**config.mk**
```make
export PLATFORM = sky130hd
export DESIGN_NAME = serial_word_loader
export DESIGN_NICKNAME = d
export VERILOG_FILES = /design/src/rtl/serial_word_loader.sv
export SDC_FILE = /design/constraint.sdc
export NUM_CORES = 1
export LEC_CHECK = 0
export ABC_AREA = 1
export BUFFER_PORTS_ARGS = -buffer_cell sky130_fd_sc_hd__buf_2
export CORE_MARGIN = 3
export CORE_UTILIZATION = 50
export DETAILED_ROUTE_END_ITERATION = 10
export PLACE_DENSITY = 0.71
export SYNTH_ARGS = -nofsm -noshare
export SYNTH_HDL_FRONTEND = slang
export SYNTH_SLANG_ARGS = --single-unit
export TNS_END_PERCENT = 1
```
**constraint.sdc**
```tcl
create_clock -name clk -period 4.83 [get_ports clk]
set_input_delay 0.483 -clock clk [delete_from_list [all_inputs] [get_ports clk]]
set_output_delay 0.483 -clock clk [all_outputs]
set_load 0.05 [all_outputs]
```
**src/rtl/serial_word_loader.sv**
```systemverilog
// Serial word loader: deserialises a slow strobed bit stream into words and
// emits one write pulse per word into code or data memory with auto-incrementing
// address. Framing, mode, memory-full and timeout faults park the block in FAULT.
module serial_word_loader #(
  parameter int unsigned WORD_BITS = 32,
  parameter int unsigned ADDR_BITS = 8,
  parameter int unsigned TIMEOUT   = 4096
) (
  input  logic                 clk,
  input  logic                 rst_n,
  input  logic                 en_code_load,
  input  logic                 en_data_load,
  input  logic                 sent_clk,
  input  logic                 data_bit,
  output logic                 wr_en,
  output logic                 wr_code,
  output logic                 wr_data,
  output logic [ADDR_BITS-1:0] wr_addr,
  output logic [WORD_BITS-1:0] wr_word,
  output logic [ADDR_BITS:0]   word_cnt,
  output logic                 busy,
  output logic                 fault
);

  localparam int unsigned BW = $clog2(WORD_BITS);
  localparam int unsigned TW = $clog2(TIMEOUT);

  typedef enum logic [1:0] {StIdle, StLoad, StFault} state_e;

  state_e               state_q, state_d;
  logic                 clk_s1_q, clk_s2_q, clk_s3_q;
  logic                 dat_s1_q, dat_s2_q;
  logic                 strobe;
  logic [WORD_BITS-1:0] shift_q, shift_d, shift_nxt;
  logic [BW-1:0]        bit_cnt_q, bit_cnt_d;
  logic [TW-1:0]        timer_q, timer_d;
  logic [ADDR_BITS-1:0] addr_q, addr_d;
  logic                 mode_code_q, mode_code_d;
  logic                 wr_en_q, wr_en_d;
  logic                 wr_code_q, wr_code_d;
  logic                 wr_data_q, wr_data_d;
  logic [ADDR_BITS-1:0] wr_addr_q, wr_addr_d;
  logic [WORD_BITS-1:0] wr_word_q, wr_word_d;
  logic [ADDR_BITS:0]   word_cnt_q, word_cnt_d;
  logic                 fault_q, fault_d;
  logic                 mode_en, other_en;

  assign strobe    = clk_s2_q & ~clk_s3_q;
  assign shift_nxt = {shift_q[WORD_BITS-2:0], dat_s2_q};
  assign mode_en   = mode_code_q ? en_code_load : en_data_load;
  assign other_en  = mode_code_q ? en_data_load : en_code_load;

  // Synchronisers, FSM state and datapath registers.
  always_ff @(posedge clk) begin
    if (!rst_n) begin
      clk_s1_q    <= 1'b0;
      clk_s2_q    <= 1'b0;
      clk_s3_q    <= 1'b0;
      dat_s1_q    <= 1'b0;
      dat_s2_q    <= 1'b0;
      state_q     <= StIdle;
      shift_q     <= '0;
      bit_cnt_q   <= '0;
      timer_q     <= '0;
      addr_q      <= '0;
      mode_code_q <= 1'b0;
      wr_en_q     <= 1'b0;
      wr_code_q   <= 1'b0;
      wr_data_q   <= 1'b0;
      wr_addr_q   <= '0;
      wr_word_q   <= '0;
      word_cnt_q  <= '0;
      fault_q     <= 1'b0;
    end else begin
      clk_s1_q    <= sent_clk;
      clk_s2_q    <= clk_s1_q;
      clk_s3_q    <= clk_s2_q;
      dat_s1_q    <= data_bit;
      dat_s2_q    <= dat_s1_q;
      state_q     <= state_d;
      shift_q     <= shift_d;
      bit_cnt_q   <= bit_cnt_d;
      timer_q     <= timer_d;
      addr_q      <= addr_d;
      mode_code_q <= mode_code_d;
      wr_en_q     <= wr_en_d;
      wr_code_q   <= wr_code_d;
      wr_data_q   <= wr_data_d;
      wr_addr_q   <= wr_addr_d;
      wr_word_q   <= wr_word_d;
      word_cnt_q  <= word_cnt_d;
      fault_q     <= fault_d;
    end
  end

  // Next-state logic: session start, bit assembly, word write and fault detection.
  always_comb begin
    state_d     = state_q;
    shift_d     = shift_q;
    bit_cnt_d   = bit_cnt_q;
    timer_d     = timer_q;
    addr_d      = addr_q;
    mode_code_d = mode_code_q;
    wr_en_d     = 1'b0;
    wr_code_d   = wr_code_q;
    wr_data_d   = wr_data_q;
    wr_addr_d   = wr_addr_q;
    wr_word_d   = wr_word_q;
    word_cnt_d  = word_cnt_q;
    fault_d     = fault_q;

    unique case (state_q)
      StIdle: begin
        if (en_code_load ^ en_data_load) begin
          state_d     = StLoad;
          mode_code_d = en_code_load;
          word_cnt_d  = '0;
          addr_d      = '0;
          bit_cnt_d   = '0;
          timer_d     = '0;
          shift_d     = '0;
          fault_d     = 1'b0;
        end else if (en_code_load && en_data_load) begin
          state_d = StFault;
          fault_d = 1'b1;
        end
      end
      StLoad: begin
        // Enable changes take priority over a coincident strobe.
        if (other_en || (!mode_en && (bit_cnt_q != '0))) begin
          state_d = StFault;
        end else if (!mode_en) begin
          state_d = StIdle;
        end else if (strobe) begin
          if (word_cnt_q[ADDR_BITS]) begin
            // Memory already holds 2**ADDR_BITS words; never wrap.
            state_d = StFault;
          end else begin
            shift_d = shift_nxt;
            timer_d = '0;
            if (bit_cnt_q == BW'(WORD_BITS - 1)) begin
              wr_en_d    = 1'b1;
              wr_word_d  = shift_nxt;
              wr_addr_d  = addr_q;
              wr_code_d  = mode_code_q;
              wr_data_d  = ~mode_code_q;
              addr_d     = addr_q + 1'b1;
              word_cnt_d = word_cnt_q + 1'b1;
              bit_cnt_d  = '0;
            end else begin
              bit_cnt_d = bit_cnt_q + 1'b1;
            end
          end
        end else if (bit_cnt_q != '0) begin
          if (timer_q == TW'(TIMEOUT - 1)) begin
            state_d = StFault;
          end else begin
            timer_d = timer_q + 1'b1;
          end
        end
        // Any move to FAULT discards the partial word.
        if (state_d == StFault) begin
          fault_d   = 1'b1;
          bit_cnt_d = '0;
          timer_d   = '0;
          shift_d   = '0;
        end
      end
      StFault: begin
        if (!en_code_load && !en_data_load) state_d = StIdle;
      end
      default: state_d = StIdle;
    endcase
  end

  assign wr_en    = wr_en_q;
  assign wr_code  = wr_code_q;
  assign wr_data  = wr_data_q;
  assign wr_addr  = wr_addr_q;
  assign wr_word  = wr_word_q;
  assign word_cnt = word_cnt_q;
  assign busy     = (state_q == StLoad);
  assign fault    = fault_q;

endmodule

```
==> metrics, run 1 <==
outcome finished, final reports clean; Post-Syn Area roughly 0.0054 mm2; max-slew violations 0; Logic pwr share about 33%; final hold violations 0; area added between synthesis and finish 15.8%; Largest stage delay, worst path around 500 ps; Post-Synth Simple-Gate Area about a third; CP delay by family, top simple AND/OR/NAND/NOR gates; DP Area roughly 0.0056 mm2; xor and xnor area share after synthesis under 10%; Synth area leaders dfxtp_1, nand2_1, nor2_1; Crit. path cell count 11; Worst Setup End Kind flip-flop; Fmax ~330 MHz; Worst-Margin Slew 960 ps; DP HPWL between 7 and 8 mm; switch share between 30% and 40%; sequential element share of the synthesized area between 40% and 50%; # diodes 0; synthesized flop and latch total about 120; Post CTS Setup Buffer Count 0; layout cells sized above 1 13.3%; global-route wire length before repair roughly 20 mm; critical path type flip-flop to flip-flop; Compound-Gate Fraction of Synth Area approximately 9.9%; leak pwr about 3.1 nW; Post-Synth Adder-Cell Area ~1.9%; critical path data required time about 5300 ps; Cell Pwr Density between 600 and 700 mW/mm2; vias in the first global route between 4k and 5k; Final Net Count 829; Top Ports 60; GR Overflow Total 0; Worst Hold Class input port to flip-flop; initial detailed-routing violation count 221; final setup margin between 1500 and 2000 ps; antenna violations before repair 0; Power Internal about 2.3 mW; Min Clock Period, post-route 3020 ps; Num CTS Buffers 17; CTS tree built; die height 110 um; largest net degree at the start of global routing 97; largest family of logic cells by synthesized area simple AND/OR/NAND/NOR gates; crit path capture shift_q[11]; most frequent CP cell inv_2; most frequent cells in the layout nand2_1, nor2_1, dfxtp_1, inv_1, nand3_1; ANT nets after route 0; post-synthesis mux area share 0%; root buffer cell clkbuf_8; max_slew headroom 35.8%; Max Cap Viol 0; setup TNS 0 ps; Reg2Reg Setup Slack between 1500 and 2000 ps; post-synthesis cell count between 700 and 800; clk buf depth 2; RSZ-0062 raised after global routing no; Residual DRC 0; Worst-Skew Late Latency 530 ps; Wirelength per Cell about 12 um; WP buf/inv 4; most common cell after layout, fill and taps aside nand2_1; Critical Path, Cell by Cell inv_2 -> nor2_4 -> buf_4 -> inv_2 -> nor2_2 -> nor2_2 -> inv_2 -> nand2_4 -> nand2_1 -> nand2_1 -> nor2_1; post-route cell area around 0.0062 mm2; Synth Flop Type dfxtp_1; total vias in the final route just under 5k; worst slack, placed ~1800 ps; PortBufs 59; ys async rst share 0%; DR pass1 iterations 4; GP Congestion 0.892; All-Layer GR Usage 20.6%; row count 37; Die Wd ~110 um; FF-to-FF path depth 11; critical path arrival roughly 3500 ps; Synth warnings 0; final-report setup violation count 0; clock share of power ~32%; Initial Utilization roughly half; synthesized net count 789; vias per inst ~5.0; hold_sp data_bit; post-cts resize count 0; clk sink count between 100 and 150; r2r endpoint shift_q[11]; Seq pwr share a little over a third; H-tree levels 4; Crit. Startpoint state_q[0]; Post-synth EDFFs 0; Setup Skew ~11 ps; final wirelength ~12 mm; die area ~0.012 mm2; Max IR drop VDD about 0.34 mV; area leader, netlist dfxtp_1; CTS Hold Bufs 0; Final Cycle Share 62.6%; Syn Area/Cell 6.93 um2; CP Max Fanout 44; Yosys cell types 34; startpoint types flip-flop; slowest CP cell nor2_2; Yosys top cell area share 43.6%; core area about 0.010 mm2; Sw Pwr between 1 and 1.5 mW; Clock transition at path regs 60 ps; worst r2r src state_q[0]
## cell type report
cell class	instances	area (um2)
clock inverter	10	131
timing repair buffer	62	318
clock buffer	21	439
fill	976	4150
inverter	100	375
tap	136	170
sequential	117	2340
multi-input combinational	517	2440
## cell families after synthesis
kind of cell / count (synthesis)
xor gates and xnor gates: 13
adders and majority gates: 8
and+or+nand+nor: 393
DFF: 117
AOI/OAI and AO/OA: 103
buffers and inverters: 141
## per-layer routing
metal  vias up  GRT usage (%)  wire length [um]
li1       2524              -                 -
met3        20           5.75               560
met2        97           34.0              5470
met5         -              0                 0
met1      2208           25.5              5450
met4         0           8.01               170
## cells in the mapped netlist, drive strengths merged, types with 6 or more instances
library cell and number:
nor2 138, nand4 6, nor3 6, nand2 151, ha 8, dfxtp 117, o21ai 56, clkinv 6
xor2 11, nand3 88, a21oi 43, inv 94, clkbuf 15, buf 26
## tightest hold or removal path, delay by kind of cell
| kind | cells | cell delay, ps |
|---|---|---|
| buffers and inverters | 2 | 110 |
| AND/OR/NAND/NOR | 1 | 40 |
## how the worst min path moves through the flow
stage | to | slack, ps | depth (start not counted)
after detailed placement | dat_s2_q | 410 | 2
final | dat_s1_q | 140 | 3
after global routing | dat_s1_q | 130 | 3
after floorplan | clk_s2_q | 390 | 2
after global placement | dat_s2_q | 410 | 2
after CTS | dat_s1_q | 120 | 3
## through the flow
step / power (mW) / instances / hold WS, ps / utilization (%)
floorplan: 2.37 / 775 / 390 / -
global placement: 2.50 / 932 / 406 / 54.5
detailed placement: 2.54 / 932 / 408 / 54.5
CTS: 3.77 / 963 / 118 / 60.0
global route: 4.04 / 963 / 135 / 60.0
finish: 3.75 / 963 / 139 / 60.0
## state kept, by name (all words and copies together) (netlist names)
name / count
bit_cnt_q: 5
clk_s3_q: 1
clk_s2_q: 1
wr_data: 1
clk_s1_q: 1
wr_addr: 8
dat_s1_q: 1
shift_q: 31
addr_q: 8
state_q: 2
wr_code: 1
fault: 1
dat_s2_q: 1
timer_q: 12
word_cnt: 9
wr_word: 32
wr_en: 1
mode_code_q: 1
## power groups by stage
stage / Combinational, mW / Sequential [mW] / Clock [mW]
after detailed placement: 1.22 / 1.32 / 0
after global placement: 1.19 / 1.31 / 0
after global routing: 1.43 / 1.33 / 1.28
after floorplan: 1.06 / 1.31 / 0
after CTS: 1.24 / 1.30 / 1.24
final: 1.23 / 1.30 / 1.22
Power figures use the tool's default switching activity.
==> run 2: changes to the inputs <==
==> constraint.sdc (replaced) <==
create_clock -name clk -period 2.9 [get_ports clk]
set_input_delay 0.29 -clock clk [delete_from_list [all_inputs] [get_ports clk]]
set_output_delay 0.29 -clock clk [all_outputs]
set_load 0.05 [all_outputs]
==> run 2 against run 1 <==
Compared with the run above:
- critical path depth did not move
- total power rose by 71%
- maximum frequency rose by 23%
- flip-flop and latch count did not move
- cell count rose by 0.83%
- routed wire length rose by 3.9%
- largest cell class unchanged
- largest power group unchanged
- highest routed layer unchanged
==> metrics, run 2 (synthesis gave the netlist of run 1 again) <==
slowest CP cell a21oi_2; core area between 0.01 and 0.015 mm2; WP buf/inv 1; setup TNS 0 ps; area added between synthesis and finish 17.7%; DR pass1 iterations 5; vias per inst between 5 and 6; Wirelength per Cell between 10 and 15 um; leak pwr a little over 3 nW; die area approximately 0.012 mm2; PortBufs 59; DP Area about 0.0057 mm2; H-tree levels 4; RSZ-0062 raised after global routing no; max_slew headroom between 40% and 50%; Placed Cells incl. Taps 937; Clock transition at path regs about 60 ps; vias in the first global route around 4.6k; final setup margin ~450 ps; Post CTS Setup Buffer Count 0; row count 37; DP HPWL around 7.7 mm; post-route cell area between 0.006 and 0.007 mm2; CP Max Fanout 14; final-report setup violation count 0; final hold violations 0; final wirelength about 12 mm; global-route wire length before repair slightly above 20 mm; most frequent cells in the layout nand2_1, nor2_1, dfxtp_1, inv_1, nand3_1; initial detailed-routing violation count 423; Max IR drop VDD 0.429 mV; Worst-Margin Slew 877 ps; most common cell after layout, fill and taps aside nand2_1; layout cells sized above 1 14.3%; Num CTS Buffers 17; Residual DRC 0; critical path data required time between 3000 and 4000 ps; Die Wd between 100 and 150 um; outcome finished, final reports clean; clk buf depth 2; Min Clock Period, post-route roughly 2400 ps; max reg flops 32; Largest stage delay, worst path roughly 460 ps; Final Cycle Share a little over four fifths; Max Cap Viol 0; Top Ports 60; ANT nets after route 0; Worst-Skew Late Latency between 500 and 600 ps; Worst Setup End Kind flip-flop; GR Overflow Total 0; Reg area around 0.0023 mm2; Final Net Count between 800 and 900; clk sink count about 120; die height 110 um; CP delay by family, top simple AND/OR/NAND/NOR gates; largest net degree at the start of global routing 97; GP Congestion between 0.8 and 0.9; Initial Utilization about half; All-Layer GR Usage 21.5%; Cell Pwr Density roughly 1000 mW/mm2; critical path arrival 2880 ps; root buffer cell clkbuf_8; Critical Path, Cell by Cell ha_1 -> nand2_1 -> nor2_1 -> ha_1 -> nand2_1 -> nor2_1 -> nor2_1 -> a21oi_2 -> inv_2 -> o21ai_0 -> nor3b_1; antenna violations before repair 0; footprint of the multi-input gates 0.00244 mm2; # diodes 0; critical path type flip-flop to flip-flop; Setup Skew 11.1 ps; total vias in the final route 4,857; Fmax about 400 MHz; max-slew violations 0; CTS tree built; Fill cells roughly 950; Finished Layout Cells between 900 and 1k; most frequent CP cell nor2_1; startpoint types flip-flop; Worst Hold Class input port to flip-flop; worst slack, placed ~500 ps
==> run 2: layout make-up <==
class,count,share of cell area [%]
clock buffers,18,6.77
clock inverters,14,2.75
inverters,100,5.94
multi-input cells,517,38.6
flip-flops and latches,117,37.1
well taps,136,2.69
repair buffers,69,6.14
==> run 2: path summary, 6_finish.rpt <==
| path | startpoint | endpoint | slack (ps) | depth (start not counted) |
|---|---|---|---|---|
| hold reg to reg | clk_s1_q | clk_s2_q | 420 | 2 |
| setup reg to reg | bit_cnt_q[0] | addr_q[6] | 450 | 11 |
| setup / recovery | bit_cnt_q[0] | addr_q[6] | 450 | 11 |
| hold / removal | en_code_load | mode_code_q | 100 | 3 |
==> run 2: where the power goes <==
part	switching, mW	internal (mW)
sequential	0.247	1.93
clock	0.775	1.34
combinational	1.46	0.660
total	2.49	3.93
==> run 2: routing by layer <==
metal  track usage (%)  wire length [um]  up-vias
li1                  -                 -     2525
met4              7.93               143        0
met5                 0                 0        -
met2              35.9              5810      117
met1              27.5              5630     2201
met3              4.52               522       14
==> run 2: timing repair <==
action | CTS | global route
hold buffers | 2 | 0
resized for setup | 0 | 0
endpoints found under the hold margin | 2 | 0
setup endpoints to repair | 0 | 0
==> run 2: per-stage QoR <==
stage	hold WS, ps	utilization [%]	power, mW
after floorplan	388	-	3.95
after global placement	399	54.9	4.21
after detailed placement	402	54.9	4.29
after CTS	92.9	60.9	6.43
after global routing	124	60.9	6.88
final	102	60.9	6.41
==> run 2: tightest hold or removal path, cell delays in order <==
cell and delay (ps):
buf_2 80, inv_1 80, a21oi_1 140
